===== src/rtl/gf10_cnt_seq_ctrl.sv =====
// gf10_cnt_seq_ctrl: sequences a GF(2^10) counter bank through a Chien-search position sweep
module gf10_cnt_seq_ctrl #(
  parameter int GF_LEN = 10,
  parameter int CW_LEN = 1023
) (
  input  logic              clk,
  input  logic              in_Srst,
  input  logic              in_start,
  input  logic [GF_LEN-1:0] in_first_pos,
  input  logic [GF_LEN-1:0] in_num_pos,
  input  logic              in_abort,
  input  logic              in_out_ready,
  output logic              out_ctr_Srst,
  output logic              out_ctr_en,
  output logic              out_ctr_init,
  output logic              out_valid,
  output logic [GF_LEN-1:0] out_pos_idx,
  output logic              out_last,
  output logic              out_busy,
  output logic              out_done
);
  typedef enum logic [1:0] {IDLE, INIT, RUN, DONE} state_t;
  localparam logic [GF_LEN-1:0] CW = GF_LEN'(CW_LEN);
  localparam logic [GF_LEN-1:0] TOP = GF_LEN'(CW_LEN - 1);
  localparam logic [GF_LEN-1:0] ONE = GF_LEN'(1);
  localparam logic [GF_LEN-1:0] TWO = GF_LEN'(2);
  state_t state;
  logic [GF_LEN-1:0] rem;
  logic kill, xfer, step;
  assign kill = in_abort & out_busy;
  assign xfer = (state == RUN) & in_out_ready;
  assign step = xfer & (rem > ONE);
  assign out_ctr_Srst = in_Srst | kill;
  assign out_ctr_en = !out_ctr_Srst & ((state == INIT) | step);
  assign out_ctr_init = !out_ctr_Srst & (state == INIT);
  // job FSM: latch job, one init cycle, stream positions with handshake, pulse done
  always_ff @(posedge clk) begin
    if (in_Srst) begin
      state <= IDLE;
      out_pos_idx <= '0;
      rem <= '0;
      out_valid <= 1'b0;
      out_last <= 1'b0;
      out_busy <= 1'b0;
      out_done <= 1'b0;
    end else if (kill) begin
      state <= IDLE;
      rem <= '0;
      out_valid <= 1'b0;
      out_last <= 1'b0;
      out_busy <= 1'b0;
      out_done <= 1'b0;
    end else begin
      case (state)
        IDLE: if (in_start) begin
          out_busy <= 1'b1;
          if (in_num_pos != '0) begin
            state <= INIT;
            out_pos_idx <= (in_first_pos == CW) ? '0 : in_first_pos;
            rem <= (in_num_pos > CW) ? CW : in_num_pos;
          end else begin
            state <= DONE;
            out_done <= 1'b1;
          end
        end
        INIT: begin
          state <= RUN;
          out_valid <= 1'b1;
          out_last <= (rem == ONE);
        end
        RUN: if (xfer) begin
          if (rem > ONE) begin
            out_pos_idx <= (out_pos_idx == TOP) ? '0 : out_pos_idx + ONE;
            rem <= rem - ONE;
            out_last <= (rem == TWO);
          end else begin
            state <= DONE;
            rem <= '0;
            out_valid <= 1'b0;
            out_last <= 1'b0;
            out_done <= 1'b1;
          end
        end
        default: begin
          state <= IDLE;
          out_done <= 1'b0;
          out_busy <= 1'b0;
        end
      endcase
    end
  end
endmodule


===== config.mk =====
export PLATFORM = sky130hd
export DESIGN_NAME = gf10_cnt_seq_ctrl
export DESIGN_NICKNAME = d
export VERILOG_FILES = /design/src/rtl/gf10_cnt_seq_ctrl.sv
export SDC_FILE = /design/constraint.sdc
export NUM_CORES = 1
export LEC_CHECK = 0
export CORE_ASPECT_RATIO = 1.75
export CORE_UTILIZATION = 50
export CTS_CLUSTER_SIZE = 28
export DETAILED_ROUTE_END_ITERATION = 10
export PLACE_DENSITY = 0.82
export SYNTH_ARGS = -nofsm -noshare
export SYNTH_HDL_FRONTEND = slang
export SYNTH_SLANG_ARGS = --single-unit

===== constraint.sdc =====
create_clock -name clk -period 2.6 [get_ports clk]
set_input_delay 0.39 -clock clk [delete_from_list [all_inputs] [get_ports clk]]
set_output_delay 0.39 -clock clk [all_outputs]
set_load 0.005 [all_outputs]

* Yosys cells after proc, flatten, opt, wreduce, memory -nomap -nowiden
Index checks and enable logic that the tools add are counted.
** Cells by class
- $add $sub $neg :: 2
- Magnitude comparators :: 2
- Eq/ne operators :: 12
- Mux-type cells :: 31
- Bitwise logic cells :: 10
- Reductions and logical operators :: 14
** Operators by type and width (number)
- $mux W10 :: 11
- $pmux W10 S2 :: 2
- $eq A10 B10 Y1 const B :: 2
- $add A10 B1 Y10 const B :: 1
- $eq A10 B1 Y1 const B :: 1
- $eq A10 B2 Y1 const B :: 1
- $gt A10 B1 Y1 const B :: 1
- $gt A10 B10 Y1 const B :: 1
- $ne A2 B2 Y1 const B :: 5
- $reduce_bool A10 Y1 :: 1
- $sub A10 B1 Y10 const B :: 1
- $mux W1 :: 9
- $mux W2 :: 4
- $pmux W1 S2 :: 3
- $pmux W2 S3 :: 1
- $reduce_and A3 Y1 :: 2
- $reduce_and A6 Y1 :: 1
- $and A1 B1 Y1 :: 5
- $reduce_and A5 Y1 :: 1
- $reduce_and A2 Y1 :: 2
- $reduce_and A4 Y1 :: 1
- $reduce_bool A2 Y1 :: 2
- $reduce_or A2 Y1 :: 2
- $not A1 Y1 :: 3
- 7 further kinds :: 8
** Word-level totals
- Register bits after elaboration :: 26
- Bits of input ports :: 25
- Output and inout port bits :: 17
- Logic and storage cells :: 78

* Logic depth before layout (Yosys ltp)
- Word-level depth :: 5
- Depth in mapped cells :: 9

* Least setup slack after synthesis
No wires, ideal clock.
- Path type :: reg2reg
- From :: register rem[0]
- To :: register out_pos_idx[7]
- Setup time :: 0.091 ns
- Data arrival time :: 1.886 ns
- Path slack :: 0.623 ns
- Cell stages (with the launch flop) :: 9
- Clock period less this slack :: 1.977 ns
- Cell sequence :: dfxtp_1 inv_1 ha_1 or2_2 nand3_1 o2111a_1 clkbuf_1 nor2_1 a311oi_1
** Between the ends
- Word-level cells in the longest chain between the ends :: 3
** Ends and longest elaborated chain
- from (decl) :: line 28 : logic [GF_LEN-1:0] rem;
- from (signal assigned) :: line 60 : rem <= (in_num_pos > CW) ? CW : in_num_pos;
- from (signal assigned) :: line 74 : rem <= rem - ONE;
- $gt A10 B1 Y1 :: line 72 : if (rem > ONE) begin
- $ne A2 B1 Y1 (no source line)
- $reduce_and A6 Y1 (no source line)
- to (signal assigned) :: line 59 : out_pos_idx <= (in_first_pos == CW) ? '0 : in_first_pos;
- to (signal assigned) :: line 73 : out_pos_idx <= (out_pos_idx == TOP) ? '0 : out_pos_idx + ONE;
- to (decl) :: line 17 : output logic [GF_LEN-1:0] out_pos_idx,
No other way between the ends.
A chain may end at the register's enable or synchronous reset.

* Worst setup path in the final report
- From :: register rem[1]
- To :: output out_ctr_en
** Between the ends
- Word-level cells in the longest chain between the ends :: 4
** Ends and longest elaborated chain
- $gt A10 B1 Y1 :: line 32 : assign step = xfer & (rem > ONE);
- $and A1 B1 Y1 :: line 32
- $or A1 B1 Y1 :: line 34 : assign out_ctr_en = !out_ctr_Srst & ((state == INIT) | step);
- $and A1 B1 Y1 :: line 34
- to (decl) :: line 14 : output logic out_ctr_en,
No other way between the ends.

==> impl_results.md <==
- Slew at the pin with the worst max-slew slack: 595 ps
- Post-synthesis simple-gate area fraction: 0.291
- Post-CTS Setup Inserts: 0
- Share of cells above drive strength 1: 0.0993
- Initial antenna violation count: 0
- Final nets: 317
- Avg Inst Size Synth: between 7 and 8 um^2
- CTS tree: done
- CTS Sinks: 26
- CTS Buffer Depth: 2
- Startpoint types: register
- DR WL/cell: roughly 16 um
- Post-synthesis sequential area ratio: 0.292
- Clock transition at path regs: 100 ps
- First-pass GRT wire length: between 8 and 9 mm
- Leak: about 0.00086 uW
- H-tree depth: 1
- Critical path type: register to output port
- Most frequent cells in the layout: 41 x clkdlybuf4s50_1, 33 x nor2_1, 25 x nand2_1
- Arr. time, crit path: 2110 ps
- Worst-Skew Late Latency: ~280 ps
- Post-synth EDFFs: 0
- DRT iter0 DRCs: 63
- Max cap viols: 0
- Hold-fix buffers, CTS: 0
- R2R Setup Slk: 380 ps
- Critical Path End Type: output port
- RSZ-0062 raised after global routing: false
- Yosys cell types: 48
- DRC errors left: 0
- Post-synth top area share: 0.292
- Antenna Nets Post-Route: 0
- Worst path top cell family by delay: buffers and inverters
- Gr ovfl total: 0
- Die Y: 81.0 um
- Vias per cell: about 6.0
- IO buf count: 41
- Synth Register Bits: 26
- Total I/O pin count: 42
- Crit path required time: 2210 ps
- Hold Crit Class: register to register
- Fmax: around 400 MHz
- Synth Instances: about 240
- Slew headroom: 0.602
- Die outline area: 0.00382 mm^2
- Routed wire length: approximately 5 mm
- Largest family of logic cells by synthesized area: simple AND/OR/NAND/NOR gates
- Core Rows: 28
- CP cell instances: inv_1 > ha_1 > or2_2 > nand3_4 > a31oi_1 > nor2_1 > clkdlybuf4s50_1
- CP startpoint: rem[1]
- Post-Synthesis Cell Area: roughly 0.0018 mm^2
- FFs w/ async S/R, synth: 0
- Num CTS Buffers: 3
- Minimum clock period: 2500 ps
- Post-route setup slack: between 100 and 150 ps
- Peak VDD IR: 0.754 mV
- Inst Count DP: 323
- Post-Synth Adder-Cell Area: 0.0631
- Largest net degree at the start of global routing: 21
- Dpl cell area: 0.00229 mm^2
- Clock Root Buffer: clkbuf_8
- Core box area: 0.00340 mm^2
- Multiplexer area fraction after synthesis: 0.00561
- Worst Clk Skew: between 9 and 10 ps
- Final Non-Filler Cells: 327
- Vias in the first global route: 1921
- Area growth, synth to finish: 32.7%
- Top FF cell, synth: dfxtp_1
- Hold_sp: out_last
- GPL Wtd Cong: between 1 and 1.5
- Buf/Inv on CP: 2
- Max Fanout on Critical Path: 7
- Final hold vios: 0
- Post-DP HPWL: 3.95 mm
- Pwr Density: 1260 mW/mm^2
- Pins Over Slew Limit: 0
- Ant diodes: 0
- Endpoints failing setup: 0
- All-layer global routing usage: 0.306
- Die W: between 40 and 50 um
- Sum Neg Setup Slack: 0 ps
- Initial Utilization: 0.525
- Complex-gate fraction of the synthesized area: 0.278
- Slowest stage delay, CP: 500 ps
- 1st-pass router iterations: 4
- Synth Area in XOR/XNOR: 0.0245
- Leading area contributor after synthesis: dfxtp_1
- Reg2reg start: state[0]
- Fin area: 0.00237 mm^2
- Synth area leaders: dfxtp_1 29%, nor2_1 6.9%, a21oi_1 6.5%
- Post-Syn Nets: 269
- CP max stage cell: clkdlybuf4s50_1
- Ys Warns: 0
- Pre-CTS setup slack: 222 ps
- Vias: between 1500 and 2000
- Commonest non-fill, non-tap cell in the layout: clkdlybuf4s50_1
- Status: finished clean
- Final Cycle Share: 0.961
- Fin Hold WS: 468 ps
==> tightest hold or removal path, delay by kind of cell, from the launching register on <==
kind	cells	cell delay (ps)
simple gates	1	60
compound gates	1	50
flops	1	320
==> per-stage QoR <==
step                power [uW]  utilization
CTS                       2920        0.691
detailed placement        2630        0.674
global route              3210        0.697
global placement          2610        0.674
floorplan                 2010            -
finish                    2980        0.697
==> Yosys cell counts (4+ instances only) <==
library cell   n
nor2_1        33
o22ai_1        5
nor3_1         8
o21ai_0        6
ha_1           9
inv_1         10
a2bb2oi_1      4
nor4_1         5
nand2_1       25
nand3_1        9
a21oi_1       23
nor2b_1        5
dfxtp_1       26
a211oi_1       9
clkbuf_1       6
nand4_1        6
==> final timing paths <==
path | end | depth (start not counted)
worst max-delay path | out_ctr_en | 7
worst min-delay path | out_last | 2
worst min register to register | out_last | 2
worst max register to register | rem[3] | 7
==> cell families after synthesis <==
family,after synthesis
AND/OR/NAND/NOR,103
buffers and inverters,19
adder cells (fa/ha/maj),9
multiplexers,1
AO/OA/AOI/OAI,72
XOR/XNOR,5
flip-flops,26
==> metal layers <==
metal	share of wire	global-route usage	vias up
met4	0.046	0.174	0
met1	0.37	0.327	903
li1	-	-	971
met3	0.037	0.0400	21
met5	0	0	-
met2	0.55	0.542	78
==> power breakdown <==
group	switching [uW]	total, uW	internal (uW)
Sequential	258	838	580
Combinational	1010	1880	860
Clock	134	270	136
Total	1410	2980	1580
==> what timing repair did <==
item,CTS,global route
hold endpoints to repair,0,0
endpoints found under the setup margin,1,2
resized for setup,1,5
pin swaps,0,0
==> flip-flops by register name (all words and copies together), names as in the netlist <==
name,flops
out_valid,1
rem,10
out_last,1
out_busy,1
state,2
out_pos_idx,10
out_done,1
==> area by class of cell <==
type | instances | area (um^2)
tap | 45 | 56.3
fill | 311 | 1030
inverter | 10 | 37.5
timing repair buffer | 52 | 493
multi-input combinational | 190 | 1200
clock buffer | 4 | 55.1
sequential | 26 | 523
No activity file was read; power rests on OpenSTA's default activity.
